<file path="config.mk">
export PLATFORM = sky130hd
export DESIGN_NAME = tcb_arb
export DESIGN_NICKNAME = d
export VERILOG_FILES = /design/src/rtl/tcb_arb.sv
export SDC_FILE = /design/constraint.sdc
export NUM_CORES = 1
export LEC_CHECK = 0
export ABC_AREA = 1
export BUFFER_PORTS_ARGS = -buffer_cell sky130_fd_sc_hd__buf_2
export CORE_AREA = 3 3 122 124
export DETAILED_ROUTE_END_ITERATION = 10
export DIE_AREA = 0 0 125 127
export MAX_ROUTING_LAYER = met4
export PLACE_DENSITY = 0.55
export SKIP_CTS_REPAIR_TIMING = 1
export SLEW_MARGIN = 10
export SYNTH_ARGS = -nofsm -noshare
export SYNTH_HDL_FRONTEND = slang
export SYNTH_SLANG_ARGS = --single-unit
</file>
<file path="constraint.sdc">
create_clock -name clk -period 1.1 [get_ports clk]
set_clock_uncertainty 0.2 [all_clocks]
set_input_delay 0.11 -clock clk [delete_from_list [all_inputs] [get_ports clk]]
set_output_delay 0.11 -clock clk [all_outputs]
set_load 0.02 [all_outputs]
</file>
<file path="src/rtl/tcb_arb.sv">
`default_nettype none
// ============================================================================
//  Module   : tcb_arb
//  Purpose  : Round-robin arbiter that merges PN TCB manager ports (sub_*)
//             onto a single TCB subordinate port (man_*). The grant is
//             combinational, so a request can transfer in the cycle it is
//             first raised. A stalled request is locked until it transfers.
//             Response ownership is tracked through a DLY-deep pipeline so
//             that err reaches only the port whose transfer produced it.
//  Ports    : clk, rst          - clock, synchronous active-high reset
//             sub_vld/wen       - per-port request valid / write enable [PN]
//             sub_ben/adr/wdt   - per-port byte enable, address, write data,
//                                 packed with port i in slice i
//             sub_rdt/err/rdy   - per-port read data (broadcast), error, ready
//             man_vld/wen/ben/adr/wdt - merged request to the subordinate
//             man_rdt/err/rdy   - response and ready from the subordinate
//  Revision : 1.0 - initial release
// ============================================================================
module tcb_arb #(
   parameter int AW  = 32,
   parameter int DW  = 32,
   parameter int BW  = DW/8,
   parameter int PN  = 2,
   parameter int DLY = 1
) (
   input  logic             clk,
   input  logic             rst,
   // manager devices connect here
   input  logic [PN-1:0]    sub_vld,
   input  logic [PN-1:0]    sub_wen,
   input  logic [PN*BW-1:0] sub_ben,
   input  logic [PN*AW-1:0] sub_adr,
   input  logic [PN*DW-1:0] sub_wdt,
   output logic [PN*DW-1:0] sub_rdt,
   output logic [PN-1:0]    sub_err,
   output logic [PN-1:0]    sub_rdy,
   // single subordinate device connects here
   output logic             man_vld,
   output logic             man_wen,
   output logic [BW-1:0]    man_ben,
   output logic [AW-1:0]    man_adr,
   output logic [DW-1:0]    man_wdt,
   input  logic [DW-1:0]    man_rdt,
   input  logic             man_err,
   input  logic             man_rdy
);

   // All ports share one set of width/delay parameters, so a width or delay
   // mismatch between sub and man ports cannot be expressed.
   localparam int c_IW = (PN > 1) ? $clog2(PN) : 1;

   logic [c_IW-1:0] ptr_q, ptr_d;     // last granted port
   logic            lock_q, lock_d;   // a stalled request holds the grant
   logic [c_IW-1:0] lidx_q, lidx_d;   // index held while locked
   logic [c_IW-1:0] gnt;
   logic            man_trn;
   logic            rv;
   logic [c_IW-1:0] rsel;

   // Round-robin search starting one past the last granted port.
   always_comb begin : arbitrate
      logic            found;
      logic [c_IW-1:0] idx;
      gnt   = '0;
      found = 1'b0;
      idx   = '0;
      if (lock_q) begin
         gnt = lidx_q;
      end else begin
         for (int k = 1; k <= PN; k++) begin
            idx = c_IW'((int'(ptr_q) + k) % PN);
            if (!found && sub_vld[idx]) begin
               gnt   = idx;
               found = 1'b1;
            end
         end
      end
   end

   // Request multiplexer: fields only matter while man_vld is high.
   always_comb begin : req_mux
      man_wen = 1'b0;
      man_ben = '0;
      man_adr = '0;
      man_wdt = '0;
      for (int i = 0; i < PN; i++) begin
         if (gnt == c_IW'(i)) begin
            man_wen = sub_wen[i];
            man_ben = sub_ben[i*BW +: BW];
            man_adr = sub_adr[i*AW +: AW];
            man_wdt = sub_wdt[i*DW +: DW];
         end
      end
   end

   assign man_vld = sub_vld[gnt];
   assign man_trn = man_vld & man_rdy;

   always_comb begin : next_state
      // Lock is set by a stall and naturally released by the transfer.
      lock_d = man_vld & ~man_rdy;
      lidx_d = gnt;
      ptr_d  = man_trn ? gnt : ptr_q;
   end

   always_ff @(posedge clk) begin
      if (rst) begin
         ptr_q  <= c_IW'(PN-1);   // port 0 is searched first after reset
         lock_q <= 1'b0;
         lidx_q <= '0;
      end else begin
         ptr_q  <= ptr_d;
         lock_q <= lock_d;
         lidx_q <= lidx_d;
      end
   end

   // Response ownership: which port the response arriving now belongs to.
   generate
      if (DLY == 0) begin : g_rsp_comb
         assign rv   = man_trn;
         assign rsel = gnt;
      end else begin : g_rsp_pipe
         logic [DLY-1:0]  rv_q, rv_d;
         logic [c_IW-1:0] rsel_q [DLY];
         logic [c_IW-1:0] rsel_d [DLY];

         always_comb begin
            rv_d[0]   = man_trn;
            rsel_d[0] = gnt;
            for (int s = 1; s < DLY; s++) begin
               rv_d[s]   = rv_q[s-1];
               rsel_d[s] = rsel_q[s-1];
            end
         end

         always_ff @(posedge clk) begin
            if (rst) begin
               rv_q <= '0;
               for (int s = 0; s < DLY; s++) rsel_q[s] <= '0;
            end else begin
               rv_q <= rv_d;
               for (int s = 0; s < DLY; s++) rsel_q[s] <= rsel_d[s];
            end
         end

         assign rv   = rv_q[DLY-1];
         assign rsel = rsel_q[DLY-1];
      end
   endgenerate

   generate
      for (genvar i = 0; i < PN; i++) begin : g_port
         assign sub_rdy[i]          = man_trn & (gnt == c_IW'(i));
         assign sub_err[i]          = man_err & rv & (rsel == c_IW'(i));
         assign sub_rdt[i*DW +: DW] = man_rdt;
      end
   endgenerate

endmodule
`default_nettype wire

</file>
==> Implementation_results.wiki <==
{| class="wikitable"
! Metric !! Value
|-
| Crit path from || ptr_q$_SDFFE_PP1P_
|-
| Slew at the pin with the worst max-slew slack || between 0.15 and 0.2 ns
|-
| Total clock sinks || 4
|-
| Worst min-delay path category || input pin to flip-flop
|-
| Final critical delay including setup and external delays || around 1.7 ns
|-
| Yosys warns || 0
|-
| Width of the die || between 100 and 150 µm
|-
| Number of buffers between clock root and the deepest sink || 2
|-
| DR vias || between 2000 and 2500
|-
| Detailed-router iteration count before antenna repair || 4
|-
| Number of nets in the synthesized netlist || 490
|-
| # fillers || 1620
|-
| Final routed wire length divided by cell count || approximately 14 µm
|-
| Worst rel slew slack || 0.899
|-
| Post-layout instance count excluding filler cells || 657
|-
| Total die area || 15900 µm²
|-
| Insertion delay of the later-clocked pin in the worst-skew pair || 0.22 ns
|-
| Pin count of the biggest net entering global routing || 37
|-
| Vias in the first global route || ~2300
|-
| Final WL || 9000 µm
|-
| Seq/Total Area, Yosys || 0.0510
|-
| RSZ-0062 raised after global routing || yes
|-
| Crit path launch type || flip-flop
|-
| Synth-to-layout area growth || 88.9%
|-
| Share of cells above drive strength 1 || 0.694
|-
| Number of antenna diodes || 0
|-
| Total of buffers placed on input and output ports || ~220
|-
| Violated checks || hold timing, setup timing
|-
| Starting density of the core || 0.113
|-
| Clock tree from TritonCTS || built
|-
| Synthesis-stage register bit count || 4
|-
| Number of DRC markers in iteration 0 || between 40 and 50
|-
| Antenna Violating Nets Remaining || 0
|-
| Placed cell count || roughly 640
|-
| Detail Placement HPWL || 6360 µm
|-
| Per-instance average area after synthesis || 5.00 µm²
|-
| Nets || approximately 660
|-
| Cell Area, Synth || 1570 µm²
|-
| Launching point of the worst reg2reg path || lock_q$_SDFF_PP0_
|-
| TritonCTS buffer count || 3
|-
| Number of maximum-capacitance constraint violations || 0
|-
| Global-route wire length before repair || around 11000 µm
|-
| Number of placement rows || 43
|-
| Final sum of negative setup slack || -44.73 ns
|-
| Tcrit/Tclk final || 1.58
|-
| Count of distinct cell types in the synthesized netlist || 14
|-
| Antenna violations before repair || 0
|-
| Area of the core || roughly 14000 µm²
|-
| Ports placed on the boundary || between 300 and 400
|-
| Overall power || between 2 and 3 mW
|-
| Hold path startpoint || man_rdy
|-
| Combinational share of power || 0.708
|-
| Areal power density over the cells || about 840 nW/µm²
|-
| Fraction of power spent switching nets || 0.456
|-
| Number of setup violations in the final report || 78
|-
| Worst EP arrival || around 1.4 ns
|-
| Final hold viol count || 1
|-
| Number of vias per cell || ~3.7
|-
| Final-layout worst hold slack || -0.00248 ns
|-
| Max rail drop VDD || 0.736 mV
|-
| Worst setup EP type || primary output
|-
| Gate count after technology mapping || ~310
|-
| Vertical die dimension || ~130 µm
|-
| Worst-path clk slew || ~0.030 ns
|-
| Status || finished, violations left
|-
| Maximum fanout along the worst path || 9
|-
| Final weighted congestion in routability-driven placement || roughly 0.74
|-
| Combined global-route utilization of all metal layers || 0.0890
|-
| Util after Layout || 0.214
|-
| Pint || between 1 and 1.5 mW
|-
| Leakage || ~1.8 nW
|-
| Peak Freq || slightly below 0.6 GHz
|-
| Reg power frac || 0.065
|-
| Type of the worst setup path || flip-flop to primary output
|-
| Worst path required time || slightly below 0.8 ns
|-
| Switching power || between 1 and 1.5 mW
|-
| DRC violation count after routing || 0
|-
| Pins over their slew limit || 0
|-
| Final worst slack || -0.634 ns
|-
| Maximum level of the CTS H-tree || 1
|-
| Clock share of power || 0.227
|-
| CTS Root Buffer Type || clkbuf_16
|-
| Grt ovf || 0
|}
==> cell usage after synthesis <==
cell type  number  area share
buf_2           7       0.022
buf_4          64        0.31
buf_6           7       0.050
dfxtp_1         4       0.051
inv_1           6       0.014
inv_4           1      0.0040
nand2_1       212        0.51
nand2_4         1      0.0072
nand3_1         3      0.0096
nand3_2         1      0.0064
nand4_1         1      0.0040
nor2_1          5       0.012
nor3_1          1      0.0032
or2_1           1      0.0040
==> routing by layer <==
layer,GRT usage,share of wire,vias to the layer above
li1,-,-,1197
met1,0.0950,0.36,1001
met2,0.149,0.49,186
met3,0.0322,0.11,40
met4,0.0389,0.042,0
met5,-,0,-
==> final timing paths <==
check | end | slack [ns] | cells past startpoint
setup / recovery | man_wdt[3] | -0.63 | 8
hold reg to reg | ptr_q$_SDFFE_PP1P_ | 0.28 | 2
hold / removal | g_rsp_pipe.rv_q$_SDFF_PP0_ | -0.002 | 3
setup reg to reg | ptr_q$_SDFFE_PP1P_ | -0.36 | 7
==> power by group through the flow <==
stage / sequential, mW / clock, mW / combinational [mW]
floorplan: 0.161 / 0 / 1.26
global placement: 0.162 / 0 / 1.55
detailed placement: 0.163 / 0 / 1.56
CTS: 0.161 / 0.573 / 1.57
global route: 0.165 / 0.584 / 1.94
finish: 0.164 / 0.567 / 1.77
==> critical path, cell delays in order, from the launching register on <==
cell and delay [ns]:
dfxtp_1 0.34, nand2_2 0.07, nand3_4 0.09, nand2_8 0.11, inv_12 0.13, clkbuf_16 0.16, nand2_1 0.06, nand2_2 0.06
buf_2 0.16
==> state kept, by name (all words and copies together) (netlist names) <==
name	cells
g_rsp_pipe.rv_q	1
ptr_q	1
lock_q	1
lidx_q	1
==> kinds of logic (layout without fill, tap and decap cells) <==
| family | count (synthesis) | in the layout | share of synthesized area |
|---|---|---|---|
| flip-flops | 4 | 4 | 0.0510 |
| buffers and inverters | 85 | 248 | 0.396 |
| AND/OR/NAND/NOR | 225 | 225 | 0.553 |
==> final cells by class <==
| cell class | count | area (µm²) | share of cell area |
|---|---|---|---|
| Multi-Input combinational cell | 225 | 1100 | 0.372 |
| Tap cell | 180 | 225 | 0.0759 |
| Inverter | 7 | 38.8 | 0.0131 |
| Clock buffer | 3 | 75.1 | 0.0253 |
| Timing Repair Buffer | 238 | 1440 | 0.486 |
| Sequential cell | 4 | 82.6 | 0.0278 |
==> placed cells by master, fill, tap and decap left out <==
cell type,n
buf_12,4
buf_2,205
buf_4,15
buf_6,5
buf_8,1
clkbuf_16,8
clkbuf_4,1
dfxtp_1,2
dfxtp_2,2
dlygate4sd3_1,2
inv_1,2
inv_12,1
inv_2,4
nand2_1,132
nand2_2,79
nand2_4,1
nand2_8,1
nand3_1,2
nand3_2,1
nand3_4,1
nand4_1,1
nor2_1,3
nor2_2,1
nor2_4,1
nor3_1,1
or2_1,1
==> stage by stage <==
stage | setup WS [ns] | area (µm²)
floorplan | -0.135 | 1750
global placement | -0.388 | 2570
detailed placement | -0.414 | 2570
CTS | -0.657 | 2650
global route | -0.705 | 2970
finish | -0.634 | 2970
Power figures use the tool's default switching activity.
